[config.mk]
export PLATFORM = sky130hd
export DESIGN_NAME = turn_timer_ctrl
export DESIGN_NICKNAME = d
export VERILOG_FILES = /design/src/rtl/turn_timer_defs.sv /design/src/rtl/tick_prescaler.sv /design/src/rtl/turn_timer_ctrl.sv
export SDC_FILE = /design/constraint.sdc
export NUM_CORES = 1
export LEC_CHECK = 0
export CORE_ASPECT_RATIO = 0.6
export CORE_MARGIN = 2
export CORE_UTILIZATION = 50
export DETAILED_ROUTE_END_ITERATION = 12
export HOLD_SLACK_MARGIN = 0.12
export PLACE_DENSITY = 0.72
export SLEW_MARGIN = 10
export SYNTH_ARGS = -nofsm -noshare
export SYNTH_HDL_FRONTEND = slang
export SYNTH_SLANG_ARGS = --single-unit
[constraint.sdc]
create_clock -name clk -period 2.1 [get_ports clk]
set_clock_uncertainty 0.1 [all_clocks]
set_input_delay 0.525 -clock clk [delete_from_list [all_inputs] [get_ports clk]]
set_output_delay 0.525 -clock clk [all_outputs]
set_load 0.03 [all_outputs]
[src/rtl/turn_timer_defs.sv]
// turn_timer_defs: shared FSM state and player encodings for the turn timer
package turn_timer_defs;
  typedef enum logic [1:0] {
    ST_IDLE   = 2'd0,
    ST_RUN    = 2'd1,
    ST_HOLD   = 2'd2,
    ST_EXPIRE = 2'd3
  } state_t;
  localparam logic PLAYER_X = 1'b0;
  localparam logic PLAYER_O = 1'b1;
endpackage

[src/rtl/tick_prescaler.sv]
// tick_prescaler: enable/clear counter that pulses o_wrap on its last count
module tick_prescaler #(
  parameter int TICK_DIV = 100_000_000,
  parameter int DIV_BITS = 27
) (
  input  logic clk,
  input  logic rst,
  input  logic i_en,
  input  logic i_clr,
  output logic o_wrap
);
  logic [DIV_BITS-1:0] r_cnt;
  logic w_last;
  assign w_last = r_cnt == DIV_BITS'(TICK_DIV - 1);
  assign o_wrap = i_en && w_last;
  always_ff @(posedge clk)
    if (rst || i_clr) r_cnt <= '0;
    else if (i_en) r_cnt <= w_last ? '0 : r_cnt + DIV_BITS'(1);
endmodule

[src/rtl/turn_timer_ctrl.sv]
// turn_timer_ctrl: per-player turn countdown with pause, reload on move and timeout forfeit
module turn_timer_ctrl
  import turn_timer_defs::*;
#(
  parameter int TICK_DIV  = 100_000_000,
  parameter int DIV_BITS  = 27,
  parameter int TURN_SECS = 15,
  parameter int SEC_BITS  = 5
) (
  input  logic                clk,
  input  logic                rst,
  input  logic                start,
  input  logic                stop,
  input  logic                move_done,
  input  logic                pause,
  output logic [SEC_BITS-1:0] secs_left,
  output logic                player,
  output logic                active,
  output logic                sec_tick,
  output logic                timeout
);
  localparam logic [SEC_BITS-1:0] RELOAD = SEC_BITS'(TURN_SECS);
  state_t              r_state, w_state_nxt;
  logic [SEC_BITS-1:0] r_secs, w_secs_nxt;
  logic                r_player, w_player_nxt;
  logic                r_tick, w_tick_nxt;
  logic                r_timeout, r_active;
  logic                w_wrap, w_clr;
  tick_prescaler #(.TICK_DIV(TICK_DIV), .DIV_BITS(DIV_BITS)) u_presc (
    .clk   (clk),
    .rst   (rst),
    .i_en  (r_state == ST_RUN),
    .i_clr (w_clr),
    .o_wrap(w_wrap)
  );
  always_comb begin
    w_state_nxt  = r_state;
    w_secs_nxt   = r_secs;
    w_player_nxt = r_player;
    w_clr        = 1'b0;
    w_tick_nxt   = 1'b0;
    if (stop && r_state != ST_IDLE) begin
      w_state_nxt = ST_IDLE;
      w_secs_nxt  = RELOAD;
      w_clr       = 1'b1;
    end else
      case (r_state)
        ST_IDLE:
          if (start) begin
            w_state_nxt = ST_RUN;
            w_secs_nxt  = RELOAD;
            w_clr       = 1'b1;
          end
        ST_RUN:
          if (move_done) begin
            w_player_nxt = ~r_player;
            w_secs_nxt   = RELOAD;
            w_clr        = 1'b1;
          end else if (w_wrap) begin
            // expiry is judged on the pre-decrement value so secs_left cannot underflow
            w_secs_nxt  = r_secs - SEC_BITS'(1);
            w_tick_nxt  = 1'b1;
            w_state_nxt = (r_secs == SEC_BITS'(1)) ? ST_EXPIRE : pause ? ST_HOLD : ST_RUN;
          end else if (pause) w_state_nxt = ST_HOLD;
        ST_HOLD: w_state_nxt = pause ? ST_HOLD : ST_RUN;
        ST_EXPIRE: begin
          w_state_nxt  = ST_RUN;
          w_player_nxt = ~r_player;
          w_secs_nxt   = RELOAD;
          w_clr        = 1'b1;
        end
      endcase
  end
  always_ff @(posedge clk)
    if (rst) begin
      r_state   <= ST_IDLE;
      r_secs    <= RELOAD;
      r_player  <= PLAYER_X;
      r_tick    <= 1'b0;
      r_timeout <= 1'b0;
      r_active  <= 1'b0;
    end else begin
      r_state   <= w_state_nxt;
      r_secs    <= w_secs_nxt;
      r_player  <= w_player_nxt;
      r_tick    <= w_tick_nxt;
      r_timeout <= w_state_nxt == ST_EXPIRE;
      r_active  <= w_state_nxt == ST_RUN || w_state_nxt == ST_HOLD;
    end
  assign secs_left = r_secs;
  assign player    = r_player;
  assign active    = r_active;
  assign sec_tick  = r_tick;
  assign timeout   = r_timeout;
endmodule

==> impl_metrics.toml <==
[placed_design]
dpl.hpwl_mm = 3.69
dpl_cell_area_um2 = 2610
gp_congestion = 0.934
port_buffers = 14

[pwr]
leakagePower_nw = 1.09
peakVddDrop_v = 0.000450
p_per_area_nw_per_um2 = 948

[sta]
finalWorstSetupSlack_ps = -138
worstMarginPinSlew_ps = 452
fmax_mhz = 447
slew_violations = 0
fin_crit_sh_pct = 107
whs_ps = 389
hold_violations = 0
rsz0062_at_grt = "true"
period_needed_ps = 2240
slew_headroom_pct = 69.8
setup_viol = 9

[yosys]
synth.mux.area_fraction_pct = 3.45
syn_avg_cell_area_um2 = 8.46
synth_common_cells = "49 x nor2_1, 38 x dfxtp_1, 17 x xnor2_1"
syn_nets = 259
synth_simple_gate_area_share_pct = 33.4
synth_cell_type_count = 44
yosys_warnings = 0
synthArstFlopShare_pct = 0
yosys.area.top_type = "dfxtp_1"
ys_seq_elements = 38
synth.most_common_cell = "nor2_1"
synthXorXnorAreaFrac_pct = 11.0
yosysTopAreaCellShare_pct = 36.8
synth_compound_area_share_pct = 5.76
syn_area_um2 = 2060
synth-edff-count = 0
synth_top_family_by_area = "simple AND/OR/NAND/NOR gates"
synth_fa_ha_area_share_pct = 5.45
seq_area_frac_synth_pct = 36.8
syn_inst = 244
synth_ff_type = "dfxtp_1"
synth.area.top_cells = "dfxtp_1 37%, nor2_1 8.9%, xnor2_1 7.2%"

[cells_and_area]
diodes = 0
seq_area_um2 = 763
nets = 327
multi_input_area_um2 = 1350
drive_above_1_share_pct = 30.5
area_growth_pct = 39.8
stdcell_area_um2 = 2890
fillers = 278

[cts]
hold_buffers = 0
h-tree-depth = 2
clock_path_buffers = 2
tritoncts = "yes"
cts_buffers = 5
root_buffer = "clkbuf_8"
numClockSinks = 38
insertion_delay_ps = 280
clk_pin_slew_ps = 70

[global_route]
overflow = 0
grt_pass1_vias = 1709
grt_max_degree = 28
grt_pass1_wl_mm = 8.27
antenna_found_initial = 0
grt_usage_pct = 23.7

[drt]
drt_first_pass_iters = 5
wl_met1_mm = 2.85
drt_iter0_markers = 237
wirelength_mm = 5.75
wl_met2_mm = 2.44
wl_met3_um = 417
wl_per_cell_um = 15.9
drt-vias-per-instance = 5.52
vias = 1994
drtAntennaViolNets = 0
top_layer_used = "met4"
drc_errors = 0

[setup_path]
required_ps = 2180
worst_setup_path_start_kind = "register"
critPathMaxFanout = 3
critPathKind = "register to register"
cp.arrival_ps = 2320
cp-end-kind = "register"

[job]
maxCapViolCount = 0

[worst_hold_path]
hp-class = "register to register"

[floorplan]
num_rows = 18
die_w_um = 87.0
dieArea_um2 = 4680
die_y_um = 53.8
start_util_pct = 51.2
num_io_pins = 15
core_um2 = 4030

[outcome]
violations = "negative setup slack"
status = "finished with violations"
[sequential cells by signal, indices dropped and copies added, names as in the netlist]
name / cells
u_presc.r_cnt: 27
sec_tick: 1
player: 1
active: 1
secs_left: 5
timeout: 1
r_state: 2
[stage by stage]
step | instances | total power [mW] | util, % | worst slack, ps | setup TNS (ps)
finish | 361 | 2.74 | 71.6 | -138 | -185
global route | 361 | 2.87 | 71.6 | -200 | -1030
CTS | 358 | 2.45 | 68.0 | -105 | -233
detailed placement | 352 | 1.89 | 64.7 | -654 | -6740
global placement | 352 | 1.88 | 64.7 | -636 | -6070
floorplan | 244 | 1.45 | - | -89.6 | -89.6
[power by group]
part | leakage [nW] | switching, mW | internal [mW]
logic | 0.738 | 0.704 | 0.733
clock network | 0.0431 | 0.238 | 0.253
registers | 0.308 | 0.0360 | 0.771
[worst max-delay path, stage by stage, from the launching register on]
cell and delay, ps:
dfxtp_2 320, or4_4 550, nor4_4 230, and3_4 260, a21oi_2 70, nor3_2 240, ha_4 240, nor2b_1 130
[final timing paths]
path,start,slack [ps],depth (start not counted),to
setup reg to reg,u_presc.r_cnt[12]$_SDFFE_PP0N_,-140,7,active$_SDFF_PP0_
hold / removal,player$_SDFFE_PP0P_,390,2,player$_SDFFE_PP0P_
hold reg to reg,player$_SDFFE_PP0P_,390,2,player$_SDFFE_PP0P_
setup / recovery,u_presc.r_cnt[12]$_SDFFE_PP0N_,-140,7,active$_SDFF_PP0_
[logic make-up after synthesis]
group,after synthesis
compound gates,18
xor+xnor,26
fa+ha+maj,9
buf+inv,15
flops,38
mux,7
simple gates,131
[routing by layer]
| metal | GRT usage, % | up-vias |
|---|---|---|
| met4 | 7.29 | 0 |
| met5 | 0 | - |
| li1 | - | 977 |
| met1 | 36.3 | 916 |
| met3 | 5.83 | 8 |
| met2 | 32.2 | 93 |
[cells in the final DEF (no fill, tap or decap), drive strengths merged, types with 10 or more instances in the layout]
| cell | count |
|---|---|
| nand4 | 10 |
| nand3 | 14 |
| nor3 | 14 |
| nor2 | 49 |
| dfxtp | 38 |
| clkdlybuf4s50 | 11 |
| buf | 52 |
| nand2 | 13 |
| xnor2 | 17 |
[cell type report]
| class | count | share of cell area, % |
|---|---|---|
| clock buffers | 6 | 2.86 |
| multi-input cells | 191 | 46.7 |
| inverters | 8 | 1.04 |
| flip-flops and latches | 38 | 26.5 |
| well taps | 50 | 2.17 |
| repair buffers | 68 | 20.8 |
[repair_timing]
action,in CTS,in global routing
gates resized for setup,14,18
pin swaps,19,1
setup endpoints to repair,34,34
endpoints found under the hold margin,0,0
cloned,0,2
buffers inserted,0,2
(Power assumes the default switching activity.)
